## config.mk

```make
export PLATFORM = sky130hd
export DESIGN_NAME = pipeline_hazard_ctrl
export DESIGN_NICKNAME = d
export VERILOG_FILES = /design/src/rtl/pipeline_hazard_ctrl.sv
export SDC_FILE = /design/constraint.sdc
export NUM_CORES = 1
export LEC_CHECK = 0
export CORE_ASPECT_RATIO = 1.1
export CORE_MARGIN = 3
export CORE_UTILIZATION = 26
export CTS_CLUSTER_SIZE = 16
export DETAILED_ROUTE_END_ITERATION = 6
export GPL_TIMING_DRIVEN = 0
export MAX_ROUTING_LAYER = met4
export PLACE_DENSITY_LB_ADDON = 0.15
export SLEW_MARGIN = 20
export SYNTH_ARGS = -nofsm -noshare
export SYNTH_HDL_FRONTEND = slang
export SYNTH_SLANG_ARGS = --single-unit
```

## constraint.sdc

```tcl
create_clock -name CLK -period 1.7 [get_ports CLK]
set_input_delay 0.255 -clock CLK [delete_from_list [all_inputs] [get_ports CLK]]
set_output_delay 0.255 -clock CLK [all_outputs]
set_load 0.005 [all_outputs]
```

## src/rtl/pipeline_hazard_ctrl.sv

```systemverilog
// Hazard controller: enable/flush strobes for all pipeline registers, FSM for dcache wait and halt drain.
// Optional statistics counters are built when HAZARD_STATS_EN is defined.
module pipeline_hazard_ctrl #(
    parameter int CNT_W = 32
) (
    input  logic             CLK,
    input  logic             RST,
    input  logic             ihit,
    input  logic             dhit,
    input  logic             dREN_EX_MEM,
    input  logic             dWEN_EX_MEM,
    input  logic             dREN_ID_EX,
    input  logic [4:0]       Rt_ID_EX,
    input  logic [4:0]       Rs_IF_ID,
    input  logic [4:0]       Rt_IF_ID,
    input  logic             branch_taken_EX_MEM,
    input  logic             halt_MEM_WB,
    output logic             pc_enable,
    output logic             enable_IF_ID,
    output logic             enable_ID_EX,
    output logic             enable_EX_MEM,
    output logic             enable_MEM_WB,
    output logic             flush_IF_ID,
    output logic             flush_ID_EX,
    output logic             flush_EX_MEM,
    output logic             halted,
    output logic [1:0]       state_o
`ifdef HAZARD_STATS_EN
    ,
    output logic [CNT_W-1:0] stall_cycles,
    output logic [CNT_W-1:0] squash_count
`endif
);

    typedef enum logic [1:0] {
        ST_RUN   = 2'd0,
        ST_DWAIT = 2'd1,
        ST_HALT  = 2'd2
    } state_t;

    if (CNT_W < 1) begin : g_cnt_w_check
        $error("CNT_W must be at least 1");
    end

    state_t state_r;
    state_t state_nxt_s;
    logic   halted_r;
    logic   dmem_miss_s;
    logic   load_use_s;
    logic   flow_s;
    logic   squash_s;

    assign dmem_miss_s = (dREN_EX_MEM | dWEN_EX_MEM) & ~dhit;
    assign load_use_s  = dREN_ID_EX & (Rt_ID_EX != 5'd0) &
                         ((Rt_ID_EX == Rs_IF_ID) | (Rt_ID_EX == Rt_IF_ID));

    assign state_o = state_r;
    // Reset masks the halt flag in the reset cycle itself, not only after the edge.
    assign halted  = halted_r & ~RST;

    // Next-state selection and strobe generation; reset forces bubbles everywhere.
    always_comb begin
        pc_enable     = 1'b0;
        enable_IF_ID  = 1'b0;
        enable_ID_EX  = 1'b0;
        enable_EX_MEM = 1'b0;
        enable_MEM_WB = 1'b0;
        flush_IF_ID   = 1'b0;
        flush_ID_EX   = 1'b0;
        flush_EX_MEM  = 1'b0;
        state_nxt_s   = state_r;
        flow_s        = 1'b0;
        squash_s      = 1'b0;

        if (RST) begin
            flush_IF_ID  = 1'b1;
            flush_ID_EX  = 1'b1;
            flush_EX_MEM = 1'b1;
            state_nxt_s  = ST_RUN;
        end else begin
            case (state_r)
                ST_RUN: begin
                    if (halt_MEM_WB) begin
                        state_nxt_s = ST_HALT;
                    end else if (dmem_miss_s) begin
                        state_nxt_s = ST_DWAIT;
                    end else begin
                        flow_s = 1'b1;
                    end
                end
                ST_DWAIT: begin
                    if (dhit) begin
                        state_nxt_s = ST_RUN;
                        flow_s      = 1'b1;
                    end else begin
                        state_nxt_s = ST_DWAIT;
                    end
                end
                ST_HALT: begin
                    state_nxt_s = ST_HALT;
                end
                default: begin
                    state_nxt_s = ST_RUN;
                end
            endcase
        end

        // Normal flow: branch squash beats load-use, which beats the icache bubble.
        if (flow_s) begin
            enable_IF_ID  = 1'b1;
            enable_ID_EX  = 1'b1;
            enable_EX_MEM = 1'b1;
            enable_MEM_WB = 1'b1;
            if (branch_taken_EX_MEM) begin
                pc_enable    = 1'b1;
                flush_IF_ID  = 1'b1;
                flush_ID_EX  = 1'b1;
                flush_EX_MEM = 1'b1;
                squash_s     = 1'b1;
            end else if (load_use_s) begin
                enable_IF_ID = 1'b0;
                flush_ID_EX  = 1'b1;
            end else if (!ihit) begin
                flush_IF_ID = 1'b1;
            end else begin
                pc_enable = 1'b1;
            end
        end else begin
            squash_s = 1'b0;
        end
    end

    // State and halt flag registers.
    always_ff @(posedge CLK) begin
        if (RST) begin
            state_r  <= ST_RUN;
            halted_r <= 1'b0;
        end else begin
            state_r  <= state_nxt_s;
            halted_r <= (state_nxt_s == ST_HALT);
        end
    end

`ifdef HAZARD_STATS_EN
    logic stall_inc_s;

    assign stall_inc_s = ~pc_enable & ((state_r == ST_RUN) | (state_r == ST_DWAIT));

    // Saturating stall and squash counters.
    always_ff @(posedge CLK) begin
        if (RST) begin
            stall_cycles <= {CNT_W{1'b0}};
            squash_count <= {CNT_W{1'b0}};
        end else begin
            if (stall_inc_s && (stall_cycles != {CNT_W{1'b1}})) begin
                stall_cycles <= stall_cycles + {{(CNT_W-1){1'b0}}, 1'b1};
            end else begin
                stall_cycles <= stall_cycles;
            end
            if (squash_s && (squash_count != {CNT_W{1'b1}})) begin
                squash_count <= squash_count + {{(CNT_W-1){1'b0}}, 1'b1};
            end else begin
                squash_count <= squash_count;
            end
        end
    end
`endif

endmodule
```

# Yosys cells after proc, flatten, opt, wreduce, memory -nomap -nowiden
# Cells that the tools add are included.
[totals]
register_bits = 3
inputBits = 24
out_inout_bits = 11
wordCells = 45
[op_classes]
n_eq_ne = 5
muxes = 28
bitwise = 8
reduce_logical = 2
[ops]
columns = ["operator", "count"]
rows = [
  ["$mux 1", 23],
  ["$eq 5x5->1", 2],
  ["$mux 2", 3],
  ["$pmux 2 s3", 1],
  ["$reduce_bool 5->1", 1],
  ["$and 1x1->1", 4],
  ["$eq 2x2->1 const B", 2],
  ["$eq 2x1->1 const B", 1],
  ["$logic_not 2->1", 1],
  ["$not 1->1", 2],
  ["$or 1x1->1", 2],
  ["$pmux 1 s2", 1],
]

# Logic depth before layout (Yosys ltp)
# Gate-level depths: netlist of run 1.
[logic_depth]
word_depth = 7
ltp_mapped = 4
mapped_depth_nobuf = 4

# Least setup slack after synthesis of run 1
# OpenSTA, ideal clock, no wires.
[synth_timing]
kind = "register to output"
start = "reg state_r[0], in the netlist state_o[0]"
end = "out flush_ID_EX"
arrival_time_ns = 1.489
required_time_ns = 1.445
setup_slack_ns = -0.044
stages_incl_launch_ff = 5
path_buffers = 0
path_cell_list = "dfxtp_1 > or3_4 > a2111oi_4 > o211a_1 > a21bo_1"
[synth_between]
elab_chain_len = 4
word_cells_on_any_way = 5
cone_classes = "1 x eq/ne; 3 x mux; 1 x reduce/logical"
[synth_rtl]
columns = ["element", "line", "source"]
rows = [
  ["from (decl)", "45", "state_t state_r;"],
  ["from (signal assigned)", "139", "state_r <= state_nxt_s;"],
  ["$eq 2x1->1 / $logic_not 2->1 (equally long branches)", "81", "case (state_r)"],
  ["$pmux 1 s2 (*)", "81", ""],
  ["$mux 1 (*)", "75", "if (RST) begin"],
  ["$mux 1 (*)", "109", "if (flow_s) begin"],
  ["to (decl)", "24", "output logic flush_ID_EX,"],
]
# Mark *: on every way between the ends. The rest lies on a longest branch, timed or not.

# Worst setup path after layout of run 1
[layout_timing]
start = "reg state_r[0], in the netlist state_o[0]"
end = "out flush_IF_ID"
[layout_between]
elab_chain_len = 4
word_cells_on_any_way = 5
cone_classes = "1 x eq/ne; 3 x mux; 1 x reduce/logical"
[layout_rtl]
columns = ["element", "line", "source"]
rows = [
  ["$eq 2x1->1 / $logic_not 2->1 (equally long branches)", "81", ""],
  ["$pmux 1 s2 (*)", "81", ""],
  ["$mux 1 (*)", "75", ""],
  ["$mux 1 (*)", "109", ""],
  ["to (decl)", "23", "output logic flush_IF_ID,"],
]
# Marked as above.

==> flow_summary.ini, run 1 <==
[routing]
drt_iter0_drc = 9
wl_um = 1260
vias = 499
firstDrtPassIters = 4
wl_per_cell_um = 11.9
antenna_left = 0
vias_per_cell = 4.71
drc = 0

[timing]
setup_tns_ps = -2190
final-hold-violation-count = 0
worstMarginPinSlew_ps = 381
finalSetupViolations = 8
final-max-slew-violation-count = 0
final.period_utilization_pct = 125
holdWs_ps = 551
max_clock_freq_mhz = 472
worst_slack_ps = -420
rsz0062_at_grt = true
clock_skew_ps = 4.99
slew_headroom_pct = 74.6
layout_min_cycle_time_ps = 2120

[logic_synthesis]
synth_top_family_by_area = simple AND/OR/NAND/NOR gates
synth-compound-area-share_pct = 26.6
yosysWarningCount = 0
netlist_area_sq_um = 372
synth_area_leader_cell = xnor2_1
ys_top_cells_by_area = xnor2_1, dfxtp_1, a2111oi_4
synthCells = 47
avgSynthCellArea_sq_um = 7.91
synth_top_area_share_pct = 23.6
synth_seq_cells = 3
synth_xor_xnor_area_share_pct = 23.6
synthAdderAreaFrac_pct = 0
yosys.area_share.simple_pct = 26.6
synth_seq_area_share_pct = 16.2
synthMuxAreaShare_pct = 0
synth_cell_types = 22
synth_nets = 71

[global_route]
grt_pass1_vias = 494
grt_pass1_wl_um = 1970
overflow = 0
antenna_found_initial = 0
grt_start_max_net_pins = 8
grt_use_total_pct = 14.0

[layout]
fin_util_pct = 68.3
drive_above_1_share_pct = 35.2
layout_commonest_cell = clkdlybuf4s50_1
diodes = 0
area_growth_pct = 130
final_cell_mix = clkdlybuf4s50_1, xnor2_1, buf_6, buf_4, nor2_1
nFillCells = 109
fin_nets = 116

[worst_setup_path]
regToRegSetupSlack_ps = 870
worstPathRequired_ps = 1440
endpoint_kind = primary output
reg2regPathDepth = 3
crit_fanout = 5
crit_end = flush_IF_ID
crit_type = flop to primary output
cp.depth = 6
critPathSlowestCell = a2111oi_4
worstSetupStartpoint = state_o[0]
crit_chain = or3_4, a2111oi_4, buf_4, nand2b_4, a22oi_2, buf_2
r2r-start = state_o[0]
critPathTopFamily = compound AO/OA/AOI/OAI gates
cp_data_arrival_time_ps = 1860
max_stage_delay_ps = 410
start_kind = flop
r2r_end = state_o[0]
path_buf_inv = 2

[floorplan]
core.rowCount = 13
die_y_um = 45.7
pin_count = 35
core-area_sq_um = 1250
dieArea_sq_um = 1920
floorplan.initialDensity_pct = 29.7
die_x_um = 42.0

[clock_network]
clock_latency_ps = 240
cts.sinks = 3
clkSlewWorstSetupHoldPaths_ps = 40
cts-htree-levels = 1
holdBufCountCts = 0
cts_tree = done
cts_buffer_depth = 2
cts-root-buf = clkbuf_4
cts_buffers = 3

[placement]
port_buffers = 34
place_ws_ps = -960
place.gp.congestion = 0.724
hpwlAfterDp_um = 902

[power]
ir_drop_mv = 0.495
power.leakage_nw = 0.360
power.density_nw_per_um2 = 465

[run]
drv_cap = 0

[status]
violations = setup timing
status = finished with violations

[min_path]
hold_class = primary input to flop
==> metal layers <==
metal	part of all wire (%)	track usage (%)	up-vias
li1	-	-	254
met1	35	13.1	214
met2	53	25.6	27
met3	9.3	5.93	4
met4	2.9	5.59	0
met5	0	-	-
==> stage by stage <==
step	cell area [sq um]	std cells	power [mW]
CTS	822	107	0.389
global placement	731	96	0.245
detailed placement	731	96	0.247
global route	856	106	0.424
finish	856	106	0.398
floorplan	372	47	0.145
==> logic make-up (layout without fill, tap and decap cells) <==
group | count (synthesis) | after routing
simple gates | 19 | 19
compound gates | 10 | 10
xor+xnor | 10 | 10
buf+inv | 5 | 49
flops | 3 | 3
==> worst min-delay path by stage <==
stage / startpoint / endpoint / slack (ps) / depth (start not counted)
after detailed placement: state_o[0] / state_o[1] / 530 / 1
after global placement: state_o[0] / state_o[1] / 530 / 1
after floorplan: RST / state_o[0] / 330 / 1
after global routing: RST / state_o[1] / 570 / 2
after CTS: RST / state_o[1] / 550 / 2
final: RST / state_o[1] / 550 / 2
==> Yosys cell counts (all sizes together) <==
master and count:
a2111oi 2, a21bo 1, a21boi 1, a21oi 1, a22oi 1, buf 2
dfxtp 3, inv 3, nand2 2, nand2b 1, nand3 2, nor2 6
nor2b 2, nor3 3, nor4 1, o211a 1, o21ai 2, o22ai 1
or3 1, or4 1, xnor2 10
==> where the power goes <==
group	switching, mW	leakage [nW]	internal, mW
logic	0.0710	0.319	0.119
clock network	0.0396	0.0150	0.0881
registers	0.00526	0.0256	0.0747
==> flip-flops by register name, indices dropped and copies added, names as in the netlist <==
name / flops
state_o: 2
halted_r: 1
==> timing repair <==
action                                  4_1_cts  5_1_grt
buffers inserted                              9        0
resized for setup                            54        9
endpoints found under the setup margin        9        8
pin swaps                                     7        1
==> final cells by class <==
cell class              instances  area, sq um  area share (%)
plain buffers                   1         11.3            1.32
clock buffers                   4         26.3            3.07
multi-input cells              39          345            40.4
well taps                      15         18.8            2.19
inverters                       3         11.3            1.32
repair buffers                 41          379            44.3
flip-flops and latches          3         63.8            7.46
Power figures use the tool's default switching activity.
==> inputs of run 2 (changes only) <==
--- a/config.mk
+++ b/config.mk
@@ -5,9 +5,9 @@
 export SDC_FILE = /design/constraint.sdc
 export NUM_CORES = 1
 export LEC_CHECK = 0
-export CORE_ASPECT_RATIO = 1.1
 export CORE_MARGIN = 3
-export CORE_UTILIZATION = 26
+export CORE_UTILIZATION = 27
+export CTS_BUF_LIST = sky130_fd_sc_hd__clkbuf_8
 export CTS_CLUSTER_SIZE = 16
 export DETAILED_ROUTE_END_ITERATION = 6
 export GPL_TIMING_DRIVEN = 0
==> run 2 against run 1 <==
Effect of this change:
- hold slack improved by 1.2 ps
- critical endpoint unchanged
- the flow still finishes with violations (setup timing)
- clock skew is 3.2 ps lower
- register-to-register slack improved by 60 ps
- highest routed layer unchanged
- largest cell class unchanged
==> flow_summary.ini, run 2 (synthesis results as in run 1) <==
[routing]
antenna_left = 0
vias = 492
drc = 0
routedLengthMet1_um = 515
firstDrtPassIters = 3
vias_per_cell = 4.69
wl_met3_um = 123
routed.top_layer = met4
wl_met2_um = 555
wl_um = 1210
wl_per_cell_um = 11.5
drt_iter0_drc = 1

[worst_setup_path]
max_stage_delay_ps = 450
reg2regPathDepth = 2
r2r-start = state_o[1]
critPathSlowestCell = clkdlybuf4s50_1
cp_data_arrival_time_ps = 1850
crit_chain = clkdlybuf4s50_1, nor2b_2, a2111oi_4, buf_4, nand2b_1, a22oi_1, buf_2
r2r_end = halted_r
crit_fanout = 3
worstSetupStartpoint = halt_MEM_WB
worstPathRequired_ps = 1440
start_kind = primary input
endpoint_kind = primary output
regToRegSetupSlack_ps = 930
crit_type = primary input to primary output
crit_end = flush_IF_ID

[power]
power.switching_uw = 123
power.density_nw_per_um2 = 549
sequentialPowerShare_pct = 17.1
combPwrFrac_pct = 38.2
ir_drop_mv = 0.322
pwr-share-clk_pct = 44.6
p_int_uw = 341
swShare_pct = 26.5
power.leakage_nw = 0.369

[layout]
area_growth_pct = 128
largest_reg_flops = 2
layout_commonest_cell = clkdlybuf4s50_1
final_cell_mix = clkdlybuf4s50_1, xnor2_1, buf_6
final_area_sq_um = 846
fin_nets = 116
diodes = 0
drive_above_1_share_pct = 31.9
nFillCells = 99

[clock_network]
cts-htree-levels = 1
cts_buffer_depth = 2
clkSlewWorstSetupHoldPaths_ps = 30
cts_tree = done
cts.sinks = 3
cts-root-buf = clkbuf_8
holdBufCountCts = 0
clock_latency_ps = 220
cts_buffers = 3

[placement]
post_dp_cell_area_sq_um = 729
place.gp.congestion = 0.723
place_ws_ps = -967
port_buffers = 34

[global_route]
overflow = 0
grt_pass1_wl_um = 1950
grt_pass1_vias = 447
grt_use_total_pct = 14.8
antenna_found_initial = 0
grt_start_max_net_pins = 8

[timing]
max_clock_freq_mhz = 474
worstMarginPinSlew_ps = 393
layout_min_cycle_time_ps = 2110
clock_skew_ps = 1.81
final-max-slew-violation-count = 0
worst_slack_ps = -408
slew_headroom_pct = 73.8
final.period_utilization_pct = 124
rsz0062_at_grt = true
finalSetupViolations = 8
final-hold-violation-count = 0

[floorplan]
core-area_sq_um = 1200
floorplan.initialDensity_pct = 30.9
pin_count = 35
core.rowCount = 12
die_y_um = 43.1
die_x_um = 43.1
dieArea_sq_um = 1860

[min_path]
hold_class = flop to flop
hp-start = state_o[0]

[run]
drv_cap = 0

[status]
violations = setup timing
status = finished with violations
-- run 2: cell count changes in the layout (fill, tap and decap cells not counted), moves of 2 or more --
cell,delta
clkbuf_4,-3
clkbuf_8,+3
o21ai_2,+2
inv_1,+2
-- run 2: worst min-delay path by stage --
stage	cells past startpoint	end	slack, ps
after global placement	1	state_o[1]	520
after detailed placement	1	halted_r	530
after floorplan	1	state_o[0]	330
after global routing	2	state_o[1]	580
after CTS	2	halted_r	550
final	2	state_o[1]	550
-- run 2: through the flow --
stage | instances | TNS, ps | power, mW | hold slack [ps] | util, %
after CTS | 105 | -2450 | 0.474 | 548 | 69.8
after global routing | 105 | -2800 | 0.498 | 577 | 70.4
after global placement | 95 | -6830 | 0.246 | 519 | 60.7
after detailed placement | 95 | -6880 | 0.247 | 526 | 60.7
after floorplan | 47 | 0 | 0.145 | 333 | -
final | 105 | -2160 | 0.464 | 552 | 70.4
-- run 2: critical path, delay by kind of cell --
family | cells | cell delay, ps
compound gates | 2 | 550
buf+inv | 3 | 780
simple gates | 2 | 270
-- run 2: timing repair --
action | in CTS | in global routing
gates cloned | 0 | 0
endpoints found under the setup margin | 9 | 8
pin swaps | 7 | 1
buffers inserted | 7 | 1
resized for setup | 49 | 6
-- run 2: layout make-up --
cell class | count | area (sq um) | share of cell area (%)
sequential | 3 | 63.8 | 7.54
clock buffer | 3 | 41.3 | 4.88
clock inverter | 1 | 3.75 | 0.444
buffer | 2 | 22.5 | 2.66
multi-input combinational | 39 | 318 | 37.6
tap | 14 | 17.5 | 2.07
timing repair buffer | 40 | 368 | 43.5
inverter | 3 | 11.3 | 1.33
-- run 2: per-layer routing --
metal,track usage (%),vias to the layer above
li1,-,254
met1,16.3,215
met2,21.2,21
met3,8.47,2
met4,7.23,0
met5,-,-
-- run 2: power groups by stage --
stage	clock network (mW)	registers [mW]	logic [mW]
2_1_floorplan	0	0.0816	0.0633
3_3_place_gp	0	0.0822	0.164
3_5_place_dp	0	0.0819	0.165
4_1_cts	0.217	0.0796	0.178
5_1_grt	0.225	0.0804	0.193
6_report	0.207	0.0796	0.178
==> RTL change (flow settings as in run 2) <==
Build with the macro `HAZARD_STATS_EN` defined.
--- a/src/rtl/pipeline_hazard_ctrl.sv
+++ b/src/rtl/pipeline_hazard_ctrl.sv
@@ -1,5 +1,7 @@
 // Hazard controller: enable/flush strobes for all pipeline registers, FSM for dcache wait and halt drain.
 // Optional statistics counters are built when HAZARD_STATS_EN is defined.
+`define HAZARD_STATS_EN
+
 module pipeline_hazard_ctrl #(
     parameter int CNT_W = 32
 ) (
Check against the original RTL (old outputs only; new: squash_count and stall_cycles): equivalent (equiv_simple and equiv_induct, registers matched by name and starting in step).
==> RTL change against run 2 <==
  * The run still ends with negative setup slack left
  * Routed wire length increased to 10 times the old value
  * Non-clock buffer count is 138 higher
  * Total power grew to 7.1 times the old value
  * Hold slack worse by 97 ps
  * Clock skew rose by 11 ps
  * Via count grew to 8.1 times the old value
  * Setup slack improved by 73 ps
  * Count of clock-buffer cells in the layout up 8
  * Cell area grew to 7.7 times the old value
  * Area after synthesis rose to 9.9 times the old value
  * Sequential cell count is 64 higher
  * Critical path type is now flop to flop
  * Largest cell class is now multi-input gates
  * Highest routed layer unchanged
==> RTL change: results <==
export IMPL_status="finished with violations"
export IMPL_violations="negative setup slack"
export IMPL_synth_xor_area_share_pct=9.49
export IMPL_drt_pass1_iterations=4
export IMPL_num_vias=3989
export IMPL_grt_max_degree=20
export IMPL_gp_congestion=0.797
export IMPL_layout_setup_ws_ps=-335
export IMPL_grt_pass1_wl_mm=20.0
export IMPL_slowest_stage="or4_4"
export IMPL_placement_io_buffers=98
export IMPL_synth_nets=473
export IMPL_drt_iter0_markers=132
export IMPL_tns_ps=-14580
export IMPL_post_dp_cell_area_um2=5080
export IMPL_fin_skew_ps=12.8
export IMPL_numCtsBuffers=9
export IMPL_nFillCells=1269
export IMPL_h_tree_depth=3
export IMPL_p_int_w=0.00238
export IMPL_pre_cts_ws_ps=-1700
export IMPL_arrival_ps=2330
export IMPL_setup_viol=71
export IMPL_p_seq_share_pct=47.7
export IMPL_ys_seq_area_share_pct=36.3
## RTL change: critical path: cells and delay by family, from the launching register on
kind	cells	cell delay (ps)
AND/OR/NAND/NOR	5	1040
adder cells (fa/ha/maj)	1	160
AO/OA/AOI/OAI	1	110
flip-flops	1	360
buffers and inverters	2	280
## RTL change: final cells by class
cell class,instances,area (um2),area share (%)
flip-flops and latches,67,1450,22.3
inverters,6,25.0,0.386
well taps,176,220,3.39
clock inverters,5,28.8,0.444
clock buffers,11,151,2.33
plain buffers,22,233,3.59
multi-input cells,348,2850,44.0
repair buffers,158,1530,23.6
## RTL change: what timing repair did
| action | in CTS | in global routing |
|---|---|---|
| resized for setup | 175 | 100 |
| pin swaps | 43 | 35 |
| buffers inserted | 38 | 17 |
| setup endpoints to repair | 76 | 77 |
| gates cloned | 4 | 1 |
## RTL change: per-stage QoR
stage,cells,util [%]
after floorplan,447,-
after detailed placement,721,38.2
final,793,48.8
after global placement,721,38.2
after global routing,793,48.8
after CTS,775,44.9
## RTL change: routing by layer
layer  share of wire [%]  wire length [um]  global-route usage (%)
met1                  43              5490                    21.2
met2                  51              6480                    28.5
met3                 4.1               518                    4.03
met4                 1.1               140                    5.39
met5                   0                 0                       -
## RTL change: path summary, 6_finish.rpt
kind	slack (ps)	start	depth (start not counted)	endpoint
hold / removal	460	dREN_EX_MEM	5	state_o[0]
setup reg to reg	-330	stall_cycles[0]	9	stall_cycles[16]
setup / recovery	-330	stall_cycles[0]	9	stall_cycles[16]
hold reg to reg	470	state_o[0]	1	state_o[1]
## RTL change: cell families (layout without fill, tap and decap cells)
kind of cell,count (synthesis),in the layout
buffers and inverters,32,202
adders and majority gates,2,2
muxes,13,13
DFF,67,67
AOI/OAI and AO/OA,50,50
xor gates and xnor gates,40,40
and+or+nand+nor,243,243
